**src/rtl/fifo_ctrl.sv**
```systemverilog
// Push/pop control for an 8x10 dual-address RAM: strobes, pointers, occupancy flags, sticky errors.
// Latency: RAM strobes are combinational; read data and valid_out appear one cycle after re_a.
// Backpressure: writes are refused while full (unless a pop frees the slot); reads are refused while empty.
module fifo_ctrl #(
    parameter int DATA_WIDTH = 10,
    parameter int ADDR_WIDTH = 3,
    parameter int DEPTH      = 8
) (
    input  logic                  clk,
    input  logic                  reset,
    input  logic                  init,
    input  logic [3:0]            thr_high,
    input  logic [3:0]            thr_low,
    input  logic                  push,
    input  logic [DATA_WIDTH-1:0] data_in,
    input  logic                  pop,
    input  logic [DATA_WIDTH-1:0] q_a,
    output logic [DATA_WIDTH-1:0] data_a,
    output logic [ADDR_WIDTH-1:0] addr_wa,
    output logic [ADDR_WIDTH-1:0] addr_ra,
    output logic                  we_a,
    output logic                  re_a,
    output logic [DATA_WIDTH-1:0] data_out,
    output logic                  valid_out,
    output logic                  full,
    output logic                  empty,
    output logic                  almost_full,
    output logic                  almost_empty,
    output logic [ADDR_WIDTH:0]   fifo_count,
    output logic                  error,
    output logic [3:0]            state
);

    localparam int CW = ADDR_WIDTH + 1;
    localparam int FW = CW + 4;
    localparam logic [CW-1:0] DEPTH_C = CW'(DEPTH);

    typedef enum logic [3:0] {
        ST_RESET  = 4'b0001,
        ST_INIT   = 4'b0010,
        ST_IDLE   = 4'b0100,
        ST_ACTIVE = 4'b1000,
        ST_ERROR  = 4'b1111
    } state_t;

    state_t                state_q;
    logic [ADDR_WIDTH-1:0] wr_ptr_q, wr_ptr_d;
    logic [ADDR_WIDTH-1:0] rd_ptr_q, rd_ptr_d;
    logic [CW-1:0]         count_q, count_d;
    logic [3:0]            thr_high_q, thr_low_q;
    logic                  valid_q;
    logic [DATA_WIDTH-1:0] hold_q;
    logic                  error_q;

    logic gate;
    logic full_w, empty_w;
    logic ovf_evt, unf_evt;

    assign gate    = (state_q == ST_IDLE) || (state_q == ST_ACTIVE) || (state_q == ST_ERROR);
    assign full_w  = (count_q == DEPTH_C);
    assign empty_w = (count_q == '0);

    // A pop on a full FIFO frees the slot being written, so both proceed.
    assign re_a    = pop & gate & ~empty_w;
    assign we_a    = push & gate & (~full_w | re_a);
    assign ovf_evt = gate & push & full_w & ~pop;
    assign unf_evt = gate & pop & empty_w;

    assign data_a  = data_in;
    assign addr_wa = wr_ptr_q;
    assign addr_ra = rd_ptr_q;

    always_comb begin
        wr_ptr_d = wr_ptr_q;
        rd_ptr_d = rd_ptr_q;
        count_d  = count_q;
        if (we_a) begin
            wr_ptr_d = wr_ptr_q + ADDR_WIDTH'(1);
        end
        if (re_a) begin
            rd_ptr_d = rd_ptr_q + ADDR_WIDTH'(1);
        end
        case ({we_a, re_a})
            2'b10:   count_d = count_q + CW'(1);
            2'b01:   count_d = count_q - CW'(1);
            default: count_d = count_q;
        endcase
    end

    always_ff @(posedge clk or posedge reset) begin
        if (reset) begin
            state_q    <= ST_RESET;
            wr_ptr_q   <= '0;
            rd_ptr_q   <= '0;
            count_q    <= '0;
            thr_high_q <= 4'd6;
            thr_low_q  <= 4'd2;
            valid_q    <= 1'b0;
            hold_q     <= '0;
            error_q    <= 1'b0;
        end else begin
            wr_ptr_q <= wr_ptr_d;
            rd_ptr_q <= rd_ptr_d;
            count_q  <= count_d;
            valid_q  <= re_a;
            if (valid_q) begin
                hold_q <= q_a;
            end
            if (ovf_evt || unf_evt) begin
                error_q <= 1'b1;
            end
            case (state_q)
                ST_RESET: state_q <= ST_INIT;
                ST_INIT: begin
                    thr_high_q <= thr_high;
                    thr_low_q  <= thr_low;
                    if (!init) begin
                        state_q <= ST_IDLE;
                    end
                end
                ST_IDLE, ST_ACTIVE: begin
                    if (ovf_evt || unf_evt) begin
                        state_q <= ST_ERROR;
                    end else if (init) begin
                        state_q <= ST_INIT;
                    end else if (count_d == '0) begin
                        state_q <= ST_IDLE;
                    end else begin
                        state_q <= ST_ACTIVE;
                    end
                end
                ST_ERROR: state_q <= ST_ERROR;
                default:  state_q <= ST_RESET;
            endcase
        end
    end

    // Read data is passed straight through in its valid cycle, then held.
    assign data_out     = valid_q ? q_a : hold_q;
    assign valid_out    = valid_q;
    assign full         = full_w;
    assign empty        = empty_w;
    assign almost_full  = FW'(count_q) >= FW'(thr_high_q);
    assign almost_empty = FW'(count_q) <= FW'(thr_low_q);
    assign fifo_count   = count_q;
    assign error        = error_q;
    assign state        = state_q;

endmodule
```
**config.mk**
```make
export PLATFORM = sky130hd
export DESIGN_NAME = fifo_ctrl
export DESIGN_NICKNAME = d
export VERILOG_FILES = /design/src/rtl/fifo_ctrl.sv
export SDC_FILE = /design/constraint.sdc
export NUM_CORES = 1
export LEC_CHECK = 0
export ABC_AREA = 0
export ABC_CLOCK_PERIOD_IN_PS = 4240
export BUFFER_PORTS_ARGS = -buffer_cell sky130_fd_sc_hd__buf_2
export CAP_MARGIN = 20
export CORE_UTILIZATION = 40
export DETAILED_ROUTE_END_ITERATION = 10
export PLACE_DENSITY = 0.72
export SETUP_SLACK_MARGIN = 0.2
export SYNTH_ARGS = -nofsm -noshare
export SYNTH_HDL_FRONTEND = slang
export SYNTH_SLANG_ARGS = --single-unit
export TNS_END_PERCENT = 10
```
**constraint.sdc**
```tcl
create_clock -name clk -period 4.24 [get_ports clk]
set_input_delay 0.636 -clock clk [delete_from_list [all_inputs] [get_ports clk]]
set_output_delay 0.636 -clock clk [all_outputs]
set_load 0.01 [all_outputs]
```
==> results of run 1 <==
power by group through the flow:
| stage | logic, mW | clock network (mW) | registers, mW |
|---|---|---|---|
| 3_5_place_dp | 0.667 | 0 | 0.590 |
| 3_3_place_gp | 0.651 | 0 | 0.583 |
| 5_1_grt | 0.743 | 0.327 | 0.603 |
| 6_report | 0.663 | 0.302 | 0.585 |
| 4_1_cts | 0.673 | 0.314 | 0.584 |
| 2_1_floorplan | 0.499 | 0 | 0.567 |
cells in the mapped netlist (3+ instances only):
library cell  count
clkbuf_1          4
a21oi_1           4
mux2_2           13
o21ai_0          10
buf_4            11
dfstp_2           4
xnor2_1           6
nor2_1            7
nand2b_1          8
inv_1            10
nor2b_1           5
dfrtp_1          30
buf_6             3
ha_1             11
nand2_1          14
critical path: cells and delay by family (launching register included):
family | cells | cell delay [ns]
compound gates | 3 | 0.36
flops | 1 | 0.49
buf+inv | 1 | 0.05
xor+xnor | 1 | 0.16
simple gates | 4 | 1.49
mux | 1 | 0.21
fa+ha+maj | 1 | 0.19
registers in the layout (all words and copies together), names as in the netlist:
register	flops
thr_high_q	4
thr_low_q	4
valid_out	1
error	1
fifo_count	4
addr_ra	3
state	4
hold_q	10
addr_wa	3
through the flow:
| stage | cells | hold WS (ns) | worst slack (ns) | power [mW] | utilization |
|---|---|---|---|---|---|
| 3_5_place_dp | 291 | 0.446 | 1.16 | 1.26 | 0.466 |
| 6_report | 299 | 0.445 | 1.17 | 1.55 | 0.490 |
| 4_1_cts | 299 | 0.446 | 1.15 | 1.57 | 0.490 |
| 2_1_floorplan | 188 | 0.478 | 1.51 | 1.07 | - |
| 3_3_place_gp | 291 | 0.454 | 1.36 | 1.23 | 0.466 |
| 5_1_grt | 299 | 0.480 | 0.888 | 1.67 | 0.490 |
cells by family (layout without fill, tap and decap cells):
logic type	Yosys count	after routing
fa+ha+maj	11	11
xor+xnor	8	8
simple gates	55	55
mux	17	17
buf+inv	31	75
compound gates	32	32
flops	34	34
layer usage:
metal,vias to the layer above,global-route usage
met5,-,0
met4,0,0.0588
met3,4,0.0483
met2,44,0.234
met1,705,0.189
li1,728,-
final timing paths:
kind                            depth (start not counted)  slack, ns                        end
worst max-delay path                                   11       1.17       state[2]$_DFFE_PP0P_
worst min-delay path                                    3       0.44        hold_q[8]$_DFF_PP0_
worst max register to register                         11       1.17       state[2]$_DFFE_PP0P_
worst min register to register                          1       0.46          error$_DFFE_PP0N_
max in group asynchronous                               3       3.46  thr_high_q[2]$_DFFE_PP1P_
min in group clk                                        1       0.46          error$_DFFE_PP0N_
layout make-up:
| class | count | area [µm²] |
|---|---|---|
| Sequential cell | 34 | 856 |
| Fill cell | 467 | 2440 |
| Clock inverter | 1 | 30.0 |
| Multi-Input combinational cell | 123 | 965 |
| Clock buffer | 7 | 86.3 |
| Inverter | 11 | 41.3 |
| Timing Repair Buffer | 56 | 285 |
| Tap cell | 67 | 83.8 |
==> summary.txt, run 1 <==
Power
  – Sequential Power Share: 0.377
  – Internal power: 0.983 mW
  – Sw Pwr: between 0.5 and 0.6 mW
  – Clk pwr share: 0.195
  – PwrDens: 660 nW/µm²
  – Comb pwr share: 0.428
  – Switch share: 0.366
  – VDD IR max: 0.277 mV
  – Leak: 1.16 nW

Timing
  – FMAX: 326 MHz
  – Tmin final: between 3 and 4 ns
  – Setup TNS: 0 ns
  – Worst slew margin: 0.624
  – Max Slew Vio Count: 0
  – Final setup skew: 0.00473 ns
  – Endpoints failing hold: 0
  – Final setup violation count: 0
  – Final cycle utilization of the critical path: 0.724
  – RSZ-0062 raised after global routing: no
  – Least-Margin Pin Slew: 0.559 ns

CTS
  – CTS tree: yes
  – # H-tree levels: 2
  – Clock-pin slew on the worst setup and hold paths: around 0.070 ns
  – Clock tree buffer depth: 2
  – Cts hold-fix bufs: 0
  – Postcts setup bufs: 0
  – CTS Buf Count: 5
  – Post-cts resize count: 0
  – Clock Latency Late Sink: 0.28 ns
  – Sink Count: 34
  – CTS root buffer: clkbuf_8

Synthesis
  – Post-Synth Simple-Gate Area: 0.164
  – Post-Syn Instances: 188
  – Top_reg_cell synth: dfrtp_1
  – Avg Inst Size Synth: 10.7 µm²
  – Mapped Area: 2000 µm²
  – Synth unique cells: 47
  – Area contributors post-synth: dfrtp_1 (37%), mux2_2 (7.3%), ha_1 (6.9%)
  – Compound-Gate Fraction of Synth Area: 0.120
  – Net Count, Synth: 232
  – Seq cells post-synth: 34
  – Area share of the largest cell type after synthesis: 0.375
  – EDFF count, synth: 0
  – Post-synth ARST share: 1.00
  – Yosys top cell by area: dfrtp_1
  – Mux cell area share after synthesis: 0.0943
  – Post-synthesis sequential area ratio: 0.427
  – Synth Area in Adders: 0.0687
  – Main combinational cell family by area after synthesis: simple AND/OR/NAND/NOR gates
  – Xor and xnor fraction of the mapped netlist area: 0.0350
  – Synth warn: 0

GRT
  – First-pass GRT wire length: between 5 and 6 mm
  – Initial antenna violation count: 0
  – Total congestion overflow: 0
  – Largest net degree at the start of global routing: 35
  – GR Util All Layers: 0.149
  – Vias in the first global route: 1315

Routing
  – Residual DRC: 0
  – Post-route ant nets: 0
  – Initial DRC count: 43
  – Drt total wl: ~3.7 mm
  – Metal3 WL: roughly 220 µm
  – First drt pass iteration count: 4
  – Routed length on met1: 1.76 mm
  – Vias: 1481
  – DR top layer: met4
  – WL met2: 1.69 mm
  – WL/cell: ~12 µm
  – DR vias/cell: 4.95

Place
  – GPL Wtd Cong: around 0.8
  – Port bufs: 54
  – DP Area: 2230 µm²
  – DP HPWL: 2.76 mm

Critical path
  – Crit Path Max Fanout: 11
  – CP startpoint kind: flop
  – CP Class: flop to flop
  – Worst path arrival time: approximately 3.2 ns
  – CP Capture Type: flop
  – Worst endpoint required time: about 4.4 ns
  – Crit-path cells: nor4b_2 > or3_1 > nand2_1 > xnor2_1 > ha_1 > inv_1 > nor4_1 > a211oi_4 > mux2i_1 > a21oi_2 > a31o_1
  – Worst r2r src: state[3]$_DFFE_PP0P_
  – Crit path from: state[3]$_DFFE_PP0P_
  – Crit-path slowest cell: nor4_1
  – CP peak stage delay: between 0.5 and 0.6 ns

Die
  – Initial core utilization: 0.419
  – IO Pins: 75
  – Die Area: around 5300 µm²
  – Vert. Die Dim: 72.8 µm
  – Row count: 25
  – Die Wd: between 70 and 80 µm
  – CORE AREA: between 4000 and 5000 µm²

Cells and area
  – Ant diodes: 0
  – Most common cell after layout, fill and taps aside: buf_2
  – Most frequent cells in the layout: buf_2 (54), dfrtp_1 (30), nand2_1 (14), mux2_2 (13), ha_1 (11)
  – Area delta synth->final: 17.2%
  – Nets: between 200 and 300
  – Fraction of layout cells with a size suffix above 1: 0.392
  – Final instance area: 2350 µm²

Flow run
  – MaxCap Viol Count: 0

Run status
  – Status: finished clean

Worst hold path
  – Hold crit path type: input port to async pin
Note: power is estimated with default switching activity, not from simulation.
==> inputs of run 2 (changes only) <==
ABC_CLOCK_PERIOD_IN_PS = 2600   (was 4240)
PLACE_DENSITY = 0.75   (was 0.72)
clock period = 2.6 ns   (was 4.24 ns; I/O delays follow)
==> run 2 against run 1 <==
  * Cell count increased by 7.0%
  * Clock power increased by 34%
  * Register-to-register slack got worse by 1.0 ns
  * Design area increased by 10%
  * Sequential cell count unchanged
  * Total power increased by 73%
  * Core utilization increased by 5.0 points
  * Die area unchanged
  * Critical path depth decreased by 5
  * Non-clock buffer count increased by 21
  * First-iteration DRC count increased by 49%
  * Combinational power increased by 110%
  * Critical endpoint is now re_a
==> summary.txt, run 2 (synthesis gave the netlist of run 1 again) <==
Run status
  – Status: finished clean

CTS
  – Clock Latency Late Sink: 0.28 ns
  – Sink Count: 34
  – Clock-pin slew on the worst setup and hold paths: 0.07 ns
  – CTS Buf Count: 5
  – Clock tree buffer depth: 2
  – # H-tree levels: 2
  – CTS root buffer: clkbuf_8
  – CTS tree: yes
  – Cts hold-fix bufs: 0

Worst hold path
  – Hold crit path type: input port to async pin

GRT
  – First-pass GRT wire length: 6.96 mm
  – Largest net degree at the start of global routing: 21
  – Total congestion overflow: 0
  – Vias in the first global route: 1480
  – GR Util All Layers: 0.172
  – Initial antenna violation count: 0

Cells and area
  – Most common cell after layout, fill and taps aside: buf_2
  – Largest register by flop count: hold_q
  – Multi-input logic area: 1060 µm²
  – Post-layout util: 0.541
  – Max reg flops: 10
  – Ant diodes: 0
  – Most frequent cells in the layout: buf_2 (54), dfrtp_1 (28), buf_4 (22), nand2_1 (13), mux2_2 (13)
  – Fraction of layout cells with a size suffix above 1: 0.494
  – Area delta synth->final: 29.2%
  – Sequential Area: about 860 µm²
  – Fillers: 424
  – Nets: 296

Power
  – PwrDens: 1030 nW/µm²
  – VDD IR max: 0.557 mV
  – Design Power: 2.67 mW
  – Leak: about 1.3 nW

Timing
  – Final cycle utilization of the critical path: 0.952
  – Tmin final: 2.47 ns
  – Final worst slack: 0.126 ns
  – Endpoints failing hold: 0
  – Max Slew Vio Count: 0
  – FMAX: 404 MHz
  – Worst slew margin: 0.512
  – Final setup violation count: 0
  – RSZ-0062 raised after global routing: yes
  – Least-Margin Pin Slew: 0.731 ns
  – Final setup skew: 0.00736 ns

Routing
  – WL/cell: 13.5 µm
  – First drt pass iteration count: 4
  – DR vias/cell: 4.91
  – Vias: 1572
  – Drt total wl: 4.33 mm
  – Initial DRC count: 64
  – Post-route ant nets: 0
  – Residual DRC: 0

Die
  – CORE AREA: 4790 µm²
  – Vert. Die Dim: ~73 µm
  – IO Pins: 75
  – Row count: 25
  – Die Wd: a little over 70 µm
  – Die Area: 5290 µm²
  – Initial core utilization: 0.419

Place
  – GPL Wtd Cong: around 0.88
  – Post-place setup slack: -0.00910 ns
  – DP HPWL: 3.30 mm
  – Port bufs: 54

Critical path
  – Worst path arrival time: 2.08 ns
  – Worst endpoint required time: 2.21 ns
  – CP Capture Type: output pin
  – CP startpoint kind: flop
  – CP Class: flop to output pin
  – Crit Path Max Fanout: 8

Flow run
  – MaxCap Viol Count: 0
-- run 2: cell type report --
cell class | instances | area share
clock buffers | 6 | 0.0319
multi-input cells | 123 | 0.410
repair buffers | 77 | 0.173
inverters | 11 | 0.0169
flip-flops and latches | 34 | 0.332
clock inverters | 2 | 0.00484
well taps | 67 | 0.0324
-- run 2: routing by layer --
metal	vias up	wire length, µm	track usage
met5	-	0	0
met4	0	0	0.0414
met3	0	240	0.0456
met2	47	2160	0.301
met1	757	1920	0.212
li1	768	-	-
-- run 2: where the power goes --
part	leakage (nW)	internal [mW]	switching [mW]
clock network	0.0472	0.213	0.192
registers	0.419	0.774	0.125
logic	0.818	0.655	0.715
-- run 2: path summary, 6_finish.rpt --
path	endpoint	startpoint	slack, ns	cells after the start
worst max-delay path	re_a	state[0]$_DFFE_PP1P_	0.13	6
worst min-delay path	valid_out$_DFF_PP0_	reset	0.22	2
worst max register to register	state[2]$_DFFE_PP0P_	fifo_count[0]$_DFF_PP0_	0.14	12
worst min register to register	error$_DFFE_PP0N_	error$_DFFE_PP0N_	0.46	1
max in group asynchronous	thr_high_q[2]$_DFFE_PP1P_	reset	1.63	3
min in group clk	thr_high_q[3]$_DFFE_PP0P_	thr_high[3]	0.31	3
-- run 2: timing repair --
action	in CTS	in global routing
endpoints found under the setup margin	3	6
setup buffers	3	2
pin swaps	10	7
resized for setup	8	4
-- run 2: worst max-delay path: stages (launching register included) --
cell and delay, ns:
dfstp_2 0.61, nor4b_4 0.07, or3_4 0.41, buf_4 0.14
buf_4 0.16, and3_2 0.25, buf_2 0.16
-- run 2: through the flow --
step	cells	instance area, µm²	hold WS, ns	setup TNS (ns)
6_report	320	2590	0.221	0
4_1_cts	318	2550	0.236	0
2_1_floorplan	188	2060	0.476	-0.0333
3_3_place_gp	307	2400	0.439	0
5_1_grt	320	2590	0.280	0
3_5_place_dp	307	2400	0.451	-0.00910
